$ cat src/rtl/voxel_fb_pkg.sv
// Shared definitions for the raycaster pixel-write path and the host framebuffer model.
package voxel_fb_pkg;

    // Payload carried per pixel: three 32-bit words.
    localparam int PIX_DATA_W     = 96;
    // Default frame geometry (320x240) and the pixel index width it needs.
    localparam int DEF_NUM_PIXELS = 76800;
    localparam int DEF_IDX_W      = 17;

    // One FIFO slot. A slot with has_pix = 0 only carries an end-of-frame marker.
    typedef struct packed {
        logic                   has_pix;
        logic                   eof;
        logic [DEF_IDX_W-1:0]   idx;
        logic [PIX_DATA_W-1:0]  data;
    } pix_entry_t;

    localparam int ENTRY_W = $bits(pix_entry_t);

    // Increment that sticks at all-ones instead of wrapping.
    function automatic logic [15:0] sat_inc16(input logic [15:0] value);
        return (value == 16'hFFFF) ? value : value + 16'd1;
    endfunction

endpackage

$ cat src/rtl/voxel_pixel_sink_if.sv
// Bundle of the pixel-write input stream, the framebuffer write port and status.
interface voxel_pixel_sink_if
    import voxel_fb_pkg::*;
#(
    parameter int DEPTH = 16,
    parameter int IDX_W = DEF_IDX_W
);
    localparam int LVL_W = $clog2(DEPTH) + 1;

    // Raycaster side
    logic                   pixel_write_en;
    logic [31:0]            pixel_addr;
    logic [31:0]            pixel_word0;
    logic [31:0]            pixel_word1;
    logic [31:0]            pixel_word2;
    logic                   frame_done;

    // Framebuffer memory side
    logic                   mem_wvalid;
    logic                   mem_wready;
    logic [IDX_W:0]         mem_waddr;
    logic [PIX_DATA_W-1:0]  mem_wdata;

    // Status
    logic                   frame_complete;
    logic                   buf_sel;
    logic [LVL_W-1:0]       fifo_level;
    logic [15:0]            overflow_count;
    logic [15:0]            range_err_count;

    // Environment view: produces pixels, plays the memory, observes status.
    modport master (
        output pixel_write_en, pixel_addr, pixel_word0, pixel_word1, pixel_word2,
        output frame_done, mem_wready,
        input  mem_wvalid, mem_waddr, mem_wdata,
        input  frame_complete, buf_sel, fifo_level, overflow_count, range_err_count
    );

    // Sink view.
    modport slave (
        input  pixel_write_en, pixel_addr, pixel_word0, pixel_word1, pixel_word2,
        input  frame_done, mem_wready,
        output mem_wvalid, mem_waddr, mem_wdata,
        output frame_complete, buf_sel, fifo_level, overflow_count, range_err_count
    );

endinterface

$ cat src/rtl/voxel_pixel_sink_fifo.sv
// Synchronous FIFO with a registered head word and registered full/empty/level.
// The head register is refreshed on the same edge a push lands in an empty
// FIFO, so a written entry is visible at the output right after that edge.
module voxel_pixel_fifo #(
    parameter  int DEPTH = 16,
    parameter  int WIDTH = 8,
    localparam int LVL_W = $clog2(DEPTH) + 1
) (
    input  logic             clk,
    input  logic             rst_n,
    input  logic             i_push,
    input  logic [WIDTH-1:0] i_wdata,
    input  logic             i_pop,
    output logic [WIDTH-1:0] o_head,
    output logic             o_empty,
    output logic             o_full,
    output logic [LVL_W-1:0] o_level
);
    localparam int PTR_W = $clog2(DEPTH);

    logic [WIDTH-1:0] r_mem [DEPTH];
    logic [PTR_W-1:0] r_wr_ptr;
    logic [PTR_W-1:0] r_rd_ptr;
    logic [LVL_W-1:0] r_level;
    logic [WIDTH-1:0] r_head;
    logic             r_empty;
    logic             r_full;

    logic             w_push_ok;
    logic             w_pop_ok;
    logic [PTR_W-1:0] w_rd_ptr_p1;
    logic [LVL_W-1:0] w_level_next;

    // Full is judged before this cycle's pop: no pass-through when full.
    assign w_push_ok   = i_push && !r_full;
    assign w_pop_ok    = i_pop && !r_empty;
    assign w_rd_ptr_p1 = r_rd_ptr + PTR_W'(1);

    // Occupancy after this cycle's push/pop.
    always_comb begin
        w_level_next = r_level
                     + {{(LVL_W-1){1'b0}}, w_push_ok}
                     - {{(LVL_W-1){1'b0}}, w_pop_ok};
    end

    // Storage write; the array itself carries no reset.
    always_ff @(posedge clk) begin
        if (w_push_ok) begin
            r_mem[r_wr_ptr] <= i_wdata;
        end
    end

    // Pointers and flags; pointers wrap naturally modulo DEPTH.
    always_ff @(posedge clk or negedge rst_n) begin
        if (!rst_n) begin
            r_wr_ptr <= '0;
            r_rd_ptr <= '0;
            r_level  <= '0;
            r_empty  <= 1'b1;
            r_full   <= 1'b0;
        end else begin
            if (w_push_ok) begin
                r_wr_ptr <= r_wr_ptr + PTR_W'(1);
            end
            if (w_pop_ok) begin
                r_rd_ptr <= w_rd_ptr_p1;
            end
            r_level <= w_level_next;
            r_empty <= (w_level_next == '0);
            r_full  <= (w_level_next == LVL_W'(DEPTH));
        end
    end

    // Head register: next stored entry on pop, or the incoming word when the
    // entry behind the head (or the head itself) is being written this cycle.
    always_ff @(posedge clk or negedge rst_n) begin
        if (!rst_n) begin
            r_head <= '0;
        end else if (w_pop_ok) begin
            if (r_level >= LVL_W'(2)) begin
                r_head <= r_mem[w_rd_ptr_p1];
            end else if (w_push_ok) begin
                r_head <= i_wdata;
            end
        end else if (r_empty && w_push_ok) begin
            r_head <= i_wdata;
        end
    end

    assign o_head  = r_head;
    assign o_empty = r_empty;
    assign o_full  = r_full;
    assign o_level = r_level;

endmodule

$ cat src/rtl/voxel_pixel_sink.sv
// Receiving end of the raycaster pixel-write stream: classifies incoming
// pixels, queues them with end-of-frame markers and drains them to a
// double-buffered framebuffer write port.
module voxel_pixel_sink
    import voxel_fb_pkg::*;
#(
    parameter int DEPTH      = 16,
    parameter int NUM_PIXELS = DEF_NUM_PIXELS,
    parameter int IDX_W      = DEF_IDX_W   // must not exceed DEF_IDX_W (entry idx field)
) (
    input logic                clk,
    input logic                rst_n,
    voxel_pixel_sink_if.slave  bus
);
    localparam int LVL_W = $clog2(DEPTH) + 1;

    logic             r_eof_pending;
    logic             r_buf_sel;
    logic             r_frame_complete;
    logic [15:0]      r_overflow_count;
    logic [15:0]      r_range_err_count;

    logic             w_in_range;
    logic             w_pix_ok;
    logic             w_range_err;
    logic             w_eof_in;
    logic             w_push_req;
    logic             w_full;
    logic             w_empty;
    logic [LVL_W-1:0] w_level;
    logic [ENTRY_W-1:0] w_head_bits;
    pix_entry_t       w_head;
    pix_entry_t       w_entry;
    logic             w_pop;
    logic             w_eof_pop;

    // Per-cycle input classification. A held-back marker rides along with the
    // next pushed entry, or goes alone as soon as there is room.
    assign w_in_range  = (bus.pixel_addr < 32'(NUM_PIXELS));
    assign w_pix_ok    = bus.pixel_write_en && w_in_range;
    assign w_range_err = bus.pixel_write_en && !w_in_range;
    assign w_eof_in    = bus.frame_done || r_eof_pending;
    assign w_push_req  = w_pix_ok || w_eof_in;

    // Build the entry; marker-only entries carry zero index and data.
    always_comb begin
        w_entry         = '0;
        w_entry.has_pix = w_pix_ok;
        w_entry.eof     = w_eof_in;
        if (w_pix_ok) begin
            w_entry.idx  = DEF_IDX_W'(bus.pixel_addr[IDX_W-1:0]);
            w_entry.data = {bus.pixel_word2, bus.pixel_word1, bus.pixel_word0};
        end
    end

    voxel_pixel_fifo #(
        .DEPTH (DEPTH),
        .WIDTH (ENTRY_W)
    ) u_fifo (
        .clk     (clk),
        .rst_n   (rst_n),
        .i_push  (w_push_req),
        .i_wdata (w_entry),
        .i_pop   (w_pop),
        .o_head  (w_head_bits),
        .o_empty (w_empty),
        .o_full  (w_full),
        .o_level (w_level)
    );

    assign w_head = pix_entry_t'(w_head_bits);

    // Pixel entries wait for the memory; marker-only entries leave immediately.
    assign w_pop     = !w_empty && (!w_head.has_pix || bus.mem_wready);
    assign w_eof_pop = w_pop && w_head.eof;

    // Frame bookkeeping: completion pulse and buffer flip on the edge that
    // retires the entry carrying end-of-frame.
    always_ff @(posedge clk or negedge rst_n) begin
        if (!rst_n) begin
            r_frame_complete <= 1'b0;
            r_buf_sel        <= 1'b0;
        end else begin
            r_frame_complete <= w_eof_pop;
            if (w_eof_pop) begin
                r_buf_sel <= ~r_buf_sel;
            end
        end
    end

    // Marker hold-back: set while the FIFO is too full to take it, cleared on push.
    always_ff @(posedge clk or negedge rst_n) begin
        if (!rst_n) begin
            r_eof_pending <= 1'b0;
        end else if (w_eof_in) begin
            r_eof_pending <= w_full;
        end
    end

    // Saturating drop counters for full-FIFO and out-of-range pixels.
    always_ff @(posedge clk or negedge rst_n) begin
        if (!rst_n) begin
            r_overflow_count  <= '0;
            r_range_err_count <= '0;
        end else begin
            if (w_pix_ok && w_full) begin
                r_overflow_count <= sat_inc16(r_overflow_count);
            end
            if (w_range_err) begin
                r_range_err_count <= sat_inc16(r_range_err_count);
            end
        end
    end

    assign bus.mem_wvalid      = !w_empty && w_head.has_pix;
    assign bus.mem_waddr       = {r_buf_sel, w_head.idx[IDX_W-1:0]};
    assign bus.mem_wdata       = w_head.data;
    assign bus.frame_complete  = r_frame_complete;
    assign bus.buf_sel         = r_buf_sel;
    assign bus.fifo_level      = w_level;
    assign bus.overflow_count  = r_overflow_count;
    assign bus.range_err_count = r_range_err_count;

endmodule

$ cat src/flat_wrapper.sv
// flat-port wrapper written by rule: the top's interface ports become plain ports
module voxel_pixel_sink_flat import voxel_fb_pkg::*;
#(
    parameter int DEPTH      = 16,
    parameter int NUM_PIXELS = DEF_NUM_PIXELS,
    parameter int IDX_W      = DEF_IDX_W                                                 
)
  (clk, rst_n, bus_pixel_write_en, bus_pixel_addr, bus_pixel_word0, bus_pixel_word1, bus_pixel_word2, bus_frame_done, bus_mem_wready, bus_mem_wvalid, bus_mem_waddr, bus_mem_wdata, bus_frame_complete, bus_buf_sel, bus_fifo_level, bus_overflow_count, bus_range_err_count);
  voxel_pixel_sink_if #(.DEPTH(DEPTH), .IDX_W(IDX_W)) bus_i ();
  input logic clk;
  input logic rst_n;
  input wire logic [$bits(bus_i.pixel_write_en)-1:0] bus_pixel_write_en;
  input wire logic [$bits(bus_i.pixel_addr)-1:0] bus_pixel_addr;
  input wire logic [$bits(bus_i.pixel_word0)-1:0] bus_pixel_word0;
  input wire logic [$bits(bus_i.pixel_word1)-1:0] bus_pixel_word1;
  input wire logic [$bits(bus_i.pixel_word2)-1:0] bus_pixel_word2;
  input wire logic [$bits(bus_i.frame_done)-1:0] bus_frame_done;
  input wire logic [$bits(bus_i.mem_wready)-1:0] bus_mem_wready;
  output wire logic [$bits(bus_i.mem_wvalid)-1:0] bus_mem_wvalid;
  output wire logic [$bits(bus_i.mem_waddr)-1:0] bus_mem_waddr;
  output wire logic [$bits(bus_i.mem_wdata)-1:0] bus_mem_wdata;
  output wire logic [$bits(bus_i.frame_complete)-1:0] bus_frame_complete;
  output wire logic [$bits(bus_i.buf_sel)-1:0] bus_buf_sel;
  output wire logic [$bits(bus_i.fifo_level)-1:0] bus_fifo_level;
  output wire logic [$bits(bus_i.overflow_count)-1:0] bus_overflow_count;
  output wire logic [$bits(bus_i.range_err_count)-1:0] bus_range_err_count;
  assign bus_i.pixel_write_en = bus_pixel_write_en;
  assign bus_i.pixel_addr = bus_pixel_addr;
  assign bus_i.pixel_word0 = bus_pixel_word0;
  assign bus_i.pixel_word1 = bus_pixel_word1;
  assign bus_i.pixel_word2 = bus_pixel_word2;
  assign bus_i.frame_done = bus_frame_done;
  assign bus_i.mem_wready = bus_mem_wready;
  assign bus_mem_wvalid = bus_i.mem_wvalid;
  assign bus_mem_waddr = bus_i.mem_waddr;
  assign bus_mem_wdata = bus_i.mem_wdata;
  assign bus_frame_complete = bus_i.frame_complete;
  assign bus_buf_sel = bus_i.buf_sel;
  assign bus_fifo_level = bus_i.fifo_level;
  assign bus_overflow_count = bus_i.overflow_count;
  assign bus_range_err_count = bus_i.range_err_count;
  voxel_pixel_sink #(.DEPTH(DEPTH), .NUM_PIXELS(NUM_PIXELS), .IDX_W(IDX_W)) u_core (.clk(clk), .rst_n(rst_n), .bus(bus_i));
endmodule
$ cat config.mk
export PLATFORM = sky130hd
export DESIGN_NAME = voxel_pixel_sink_flat
export DESIGN_NICKNAME = d
export VERILOG_FILES = /design/src/rtl/voxel_fb_pkg.sv /design/src/rtl/voxel_pixel_sink_if.sv /design/src/rtl/voxel_pixel_sink_fifo.sv /design/src/rtl/voxel_pixel_sink.sv /design/src/flat_wrapper.sv
export SDC_FILE = /design/constraint.sdc
export NUM_CORES = 2
export LEC_CHECK = 0
export ABC_AREA = 1
export CORE_UTILIZATION = 31
export CTS_BUF_LIST = sky130_fd_sc_hd__clkbuf_16
export DETAILED_ROUTE_END_ITERATION = 10
export GPL_ROUTABILITY_DRIVEN = 0
export PLACE_DENSITY = 0.56
export SKIP_CTS_REPAIR_TIMING = 1
export SYNTH_ARGS = -nofsm -noshare
export SYNTH_HDL_FRONTEND = slang
export SYNTH_HIERARCHICAL = 1
export SYNTH_SLANG_ARGS = --single-unit
$ cat constraint.sdc
create_clock -name clk -period 17.54 [get_ports clk]
set_input_delay 5.262 -clock clk [delete_from_list [all_inputs] [get_ports clk]]
set_output_delay 5.262 -clock clk [all_outputs]
set_load 0.02 [all_outputs]
* Yosys cells after proc, flatten, opt, wreduce, memory -nomap -nowiden
Memories as Yosys holds them, arrays and structs flattened.
Cells that the tools add are included.
** Word-level totals
- Register bits :: 165
- RAM bits :: 1840
- Bits of input ports :: 133
- Memories :: 1
** Memories
- u_core.u_fifo.r_mem :: words 16, bits a word 115, read ports 1, clocked after memory_dff 0, wr ports 1, RTL line voxel_pixel_sink_fifo.sv:21 : logic [WIDTH-1:0] r_mem [DEPTH];
** Operators by class
- $add $sub $neg :: 6
- Magnitude comparators :: 2
- Eq/ne operators :: 4
- Multiplexer cells :: 7
- Bitwise gates (word level) :: 3
- Reductions and logical operators :: 21
** Operators with widths (number)
- $mux W115 :: 4
- $mux W113 :: 1
- $add A16 B1 Y16 const B :: 2
- $eq A16 B16 Y1 const B :: 2
- $lt A32 B17 Y1 const B :: 1
- $logic_and A1 B1 Y1 :: 9
- $add A4 B1 Y4 const B :: 2
- $reduce_and A2 Y1 :: 3
- $add A5 B1 Y5 :: 1
- $eq A5 B5 Y1 const B :: 1
- $ge A5 B2 Y1 const B :: 1
- $logic_not A5 Y1 :: 1
- $sub A5 B1 Y5 :: 1
- $logic_not A1 Y1 :: 4
- $logic_or A1 B1 Y1 :: 3
- $ne A3 B2 Y1 const B :: 1
- $not A1 Y1 :: 3
- $mux W1 :: 2
- $reduce_bool A2 Y1 :: 1

* Logic depth before layout (Yosys ltp)
- Depth after elaboration :: 7
- Gate-level depth with buffers :: 20

* Modules after synthesis
Netlist, hierarchy kept.
** Modules (own cells, without submodules)
- voxel_pixel_fifo :: instances 1, cells an instance 8131, area each 83706.5 um^2
- voxel_pixel_sink :: instances 1, cells an instance 554, area each 3166.8 um^2

* Least setup slack after synthesis
No wires, ideal clock.
- Path type :: input to register
- From :: in bus_pixel_addr[29]
- To :: mem u_core/u_fifo/r_mem[11][0] (netlist name), enable pin
- Setup time :: 0.591 ns
- Arrival time :: 11.430 ns
- Slack :: 5.520 ns
- Cell stages on the path :: 13
- Buffers on the path :: 2
- Cell sequence :: nor2_1 -> nand2_1 -> nor2_1 -> nand2_1 -> clkinv_1 -> nand3_2 -> buf_2 -> buf_2 -> nand3_1 -> inv_1 -> nor2_2 -> nand2_1 -> nor2_1
** On the way
- Longest elaborated chain between the ends :: 6
** RTL lines
- from (decl) :: RTL line flat_wrapper.sv:13 : input wire logic [$bits(bus_i.pixel_addr)-1:0] bus_pixel_addr;
- $lt A32 B17 Y1 :: RTL line voxel_pixel_sink.sv:39 : assign w_in_range = (bus.pixel_addr < 32'(NUM_PIXELS));
- $logic_and A1 B1 Y1 :: RTL line voxel_pixel_sink.sv:40 : assign w_pix_ok = bus.pixel_write_en && w_in_range;
- $logic_or A1 B1 Y1 :: RTL line voxel_pixel_sink.sv:43 : assign w_push_req = w_pix_ok || w_eof_in;
- via u_core.w_push_req :: RTL line voxel_pixel_sink.sv:27 : logic w_push_req;
- $logic_and A1 B1 Y1 :: RTL line voxel_pixel_sink_fifo.sv:35 : assign w_push_ok = i_push && !r_full;
- $mux W1 :: RTL line voxel_pixel_sink_fifo.sv:48 : if (w_push_ok) begin
- $mux W1 (not written as such) :: RTL line voxel_pixel_sink_fifo.sv:49 : r_mem[r_wr_ptr] <= i_wdata;
- to (decl) :: RTL line voxel_pixel_sink_fifo.sv:21
The timed path passes the listed nets, and every way through them passes these cells.

* Final worst setup path
- From :: in bus_pixel_addr[12]
- To :: mem u_core/u_fifo/r_mem[12][67] (netlist name), enable pin
Same word-level chain as after synthesis.

==> impl_metrics.tcl <==
set metrics [dict create \
    hold_class "reg2reg" \
    synth.largest_area_cell "edfxtp_1" \
    crit_arrival_ns 10.04 \
    final_util 0.362 \
    io_buffers 286 \
    worstSetupStartpointType "input pin" \
    clk_pin_slew_ns 0.06 \
    post-route-period-util 0.546 \
    avgSynthCellArea_um2 10.0 \
    synth_flop_cell "edfxtp_1" \
    fin_total_pwr_mw 18.8 \
    nets 8987 \
    die-area_mm2 0.282 \
    cts_buffers 212 \
    clock_latency_ns 0.86 \
    wl_per_cell_um 20.2 \
    synth.cell_area_mm2 0.0869 \
    ys_warn_count 6 \
    drive_above_1_share 0.0486 \
    grt_max_degree 212 \
    synth_cells 8685 \
    worst_pin_slew_ns 1.32 \
    slew_viol_final 0 \
    synthesis.nets 8834 \
    grt_pass1_wl_um 380000 \
    core_area_mm2 0.277 \
    synth.distinct_cells 37 \
    h-tree-depth 4 \
    postRouteAntennaNets 0 \
    synth_top_cell_area_share 0.636 \
    tns_ns 0 \
    p_leak_nw 42.8 \
    p_per_area_mw_per_mm2 187 \
    drt-initial-drc-count 6003 \
    viasPerCell 4.70 \
    ys_seq_elements 2005 \
    fp.dieH_um 531 \
    grt_setup_unrepaired "false" \
    required_ns 18.00 \
    vias 59900 \
    wl_um 257000 \
    critPathMaxFanout 40 \
    setup_viol 0 \
    ys_async_sr_fraction 0.0823 \
    drt-pass1-iter-count 8 \
    period_needed_ns 9.58 \
    ios 287 \
    status "finished, final reports clean" \
    crit_type "in2reg" \
    drcViolationCount 0 \
    clock_sinks 2005 \
    synth_seq_area_share 0.684 \
    antenna_found_initial 15 \
    cts_buffer_depth 3 \
    endpoint_kind "flop" \
    grt_usage 0.178 \
    maxCapViolations 0 \
    grt_pass1_vias 58600 \
    fmax_ghz 0.104 \
    rows 193 \
    syn2layout_area_growth_pct 15.7 \
    grt_overflow 0 \
    clock_skew_ns 0.0343 \
    start_util 0.313 \
    netlist_top_cells_area "edfxtp_1 (64%), nand2_1 (14%), nand3_1 (7.5%)" \
    slew_headroom 0.115 \
    cts_tree "built" \
    die_x_um 531 \
    root_buffer "clkbuf_16" \
    hpwl_um 127000 \
    synth-edff-count 1840 \
    hold_viol_final 0 \
    irDropWorstVdd_mv 0.294 \
]
==> path summary, 6_finish.rpt <==
kind / start / endpoint / slack, ns / cells after the start
max: bus_pixel_addr[12] / u_core/u_fifo/r_mem[12][67] / 7.96 / 14
min: u_core/bus.range_err_count[15] / u_core/bus.range_err_count[15] / 0.53 / 2
max reg2reg: u_core/u_fifo/r_rd_ptr[0] / u_core/u_fifo/o_head[61] / 12.23 / 11
min reg2reg: u_core/bus.range_err_count[15] / u_core/bus.range_err_count[15] / 0.53 / 2
max in group asynchronous: rst_n / u_core/u_fifo/o_head[58] / 11.24 / 3
min in group asynchronous: rst_n / u_core/bus.range_err_count[1] / 4.35 / 1
==> synth_stat cells, types with 2 or more instances <==
library cell and n:
a21oi_1 4, buf_1 67, buf_2 100, clkbuf_1 279, dfrtp_1 164, edfxtp_1 1840
ha_1 15, inv_1 1304, nand2_1 3231, nand3_1 1309, nand3_2 2, nand3_4 2
nand4_1 8, nor2_1 172, nor2_2 3, nor3_1 10, o21ai_0 125, xnor2_1 11
xor2_1 21
==> cell type report <==
cell class              instances  area (µm²)
inverters                    1306        4920
well taps                    3705        4640
diodes                          4        10.0
fillers                     27200      177000
flip-flops and latches       2005       59400
clock inverters               190        1410
clock buffers                 213        5330
multi-input cells            4925       21000
repair buffers                388        3830
==> where the power goes <==
group	internal (mW)	total [mW]	switching, mW	leakage, nW
clock network	2.44	4.34	1.90	3.55
registers	5.88	6.21	0.337	18.2
logic	2.36	8.26	5.89	21.0
==> logic make-up after synthesis <==
logic type / count (synthesis) / share of synthesized area
compound gates: 132 / 0.00768
xor+xnor: 34 / 0.00360
fa+ha+maj: 16 / 0.00239
buf+inv: 1755 / 0.0775
flops: 2005 / 0.684
simple gates: 4743 / 0.225
==> per-stage QoR <==
stage	instances	worst slack (ns)	cell area [µm²]	hold WS, ns
final	12700	7.96	101000	0.529
after global routing	12700	7.63	100000	0.549
after CTS	12700	7.83	100000	0.524
after detailed placement	12300	6.92	93700	0.501
after global placement	12300	6.92	93700	0.499
after floorplan	8685	5.52	86900	0.473
==> flip-flops by register name (all words and copies together) (netlist names) <==
register and cells:
u_core/u_fifo/o_empty 1, u_core/u_fifo/o_full 1, u_core/u_fifo/o_head 115, u_core/u_fifo/o_level 5, u_core/bus.range_err_count 16, u_core/bus.buf_sel 1
u_core/u_fifo/r_mem 1840, u_core/bus.frame_complete 1, u_core/bus.overflow_count 16, u_core/u_fifo/r_wr_ptr 4, u_core/r_eof_pending 1, u_core/u_fifo/r_rd_ptr 4
==> worst max-delay path: stages <==
cell and delay [ns]:
clkdlybuf4s50_1 0.40, inv_1 0.10, nand2_1 0.06, nand2_1 0.09, nand2_1 0.06, nand2_1 0.38, nand3_4 0.52, nand3_1 0.25
inv_1 0.08, nor2_2 0.36, nand2_1 0.39, nor2_4 0.34, buf_4 0.86, buf_4 0.77
==> placed cells by master (no fill, tap or decap), drive strengths merged <==
cell           synthesis  routed
a21boi                 1       1
a21oi                  5       5
buf                  170     103
bufinv                 0      16
clkbuf               279     213
clkdlybuf4s50          0     285
clkinv                 1      98
clkinvlp               0       4
dfrtp                164     164
dfstp                  1       1
diode                  0       4
edfxtp              1840    1840
fa                     1       1
ha                    15      15
inv                 1305    1378
nand2               3232    3232
nand3               1313    1313
nand3b                 1       1
nand4                  9       9
nor2                 176     176
nor2b                  1       1
nor3                  11      11
o21ai                126     126
xnor2                 12      12
xor2                  22      22
==> per-layer routing <==
| metal | vias up | share of wire | wire length, µm | GRT usage |
|---|---|---|---|---|
| li1 | 28300 | - | - | - |
| met1 | 29100 | 0.44 | 113000 | 0.244 |
| met2 | 2105 | 0.46 | 118000 | 0.288 |
| met3 | 379 | 0.069 | 17600 | 0.0277 |
| met4 | 14 | 0.028 | 7090 | 0.0552 |
| met5 | - | 0.00035 | 91 | 0 |
(Power assumes the default switching activity.)
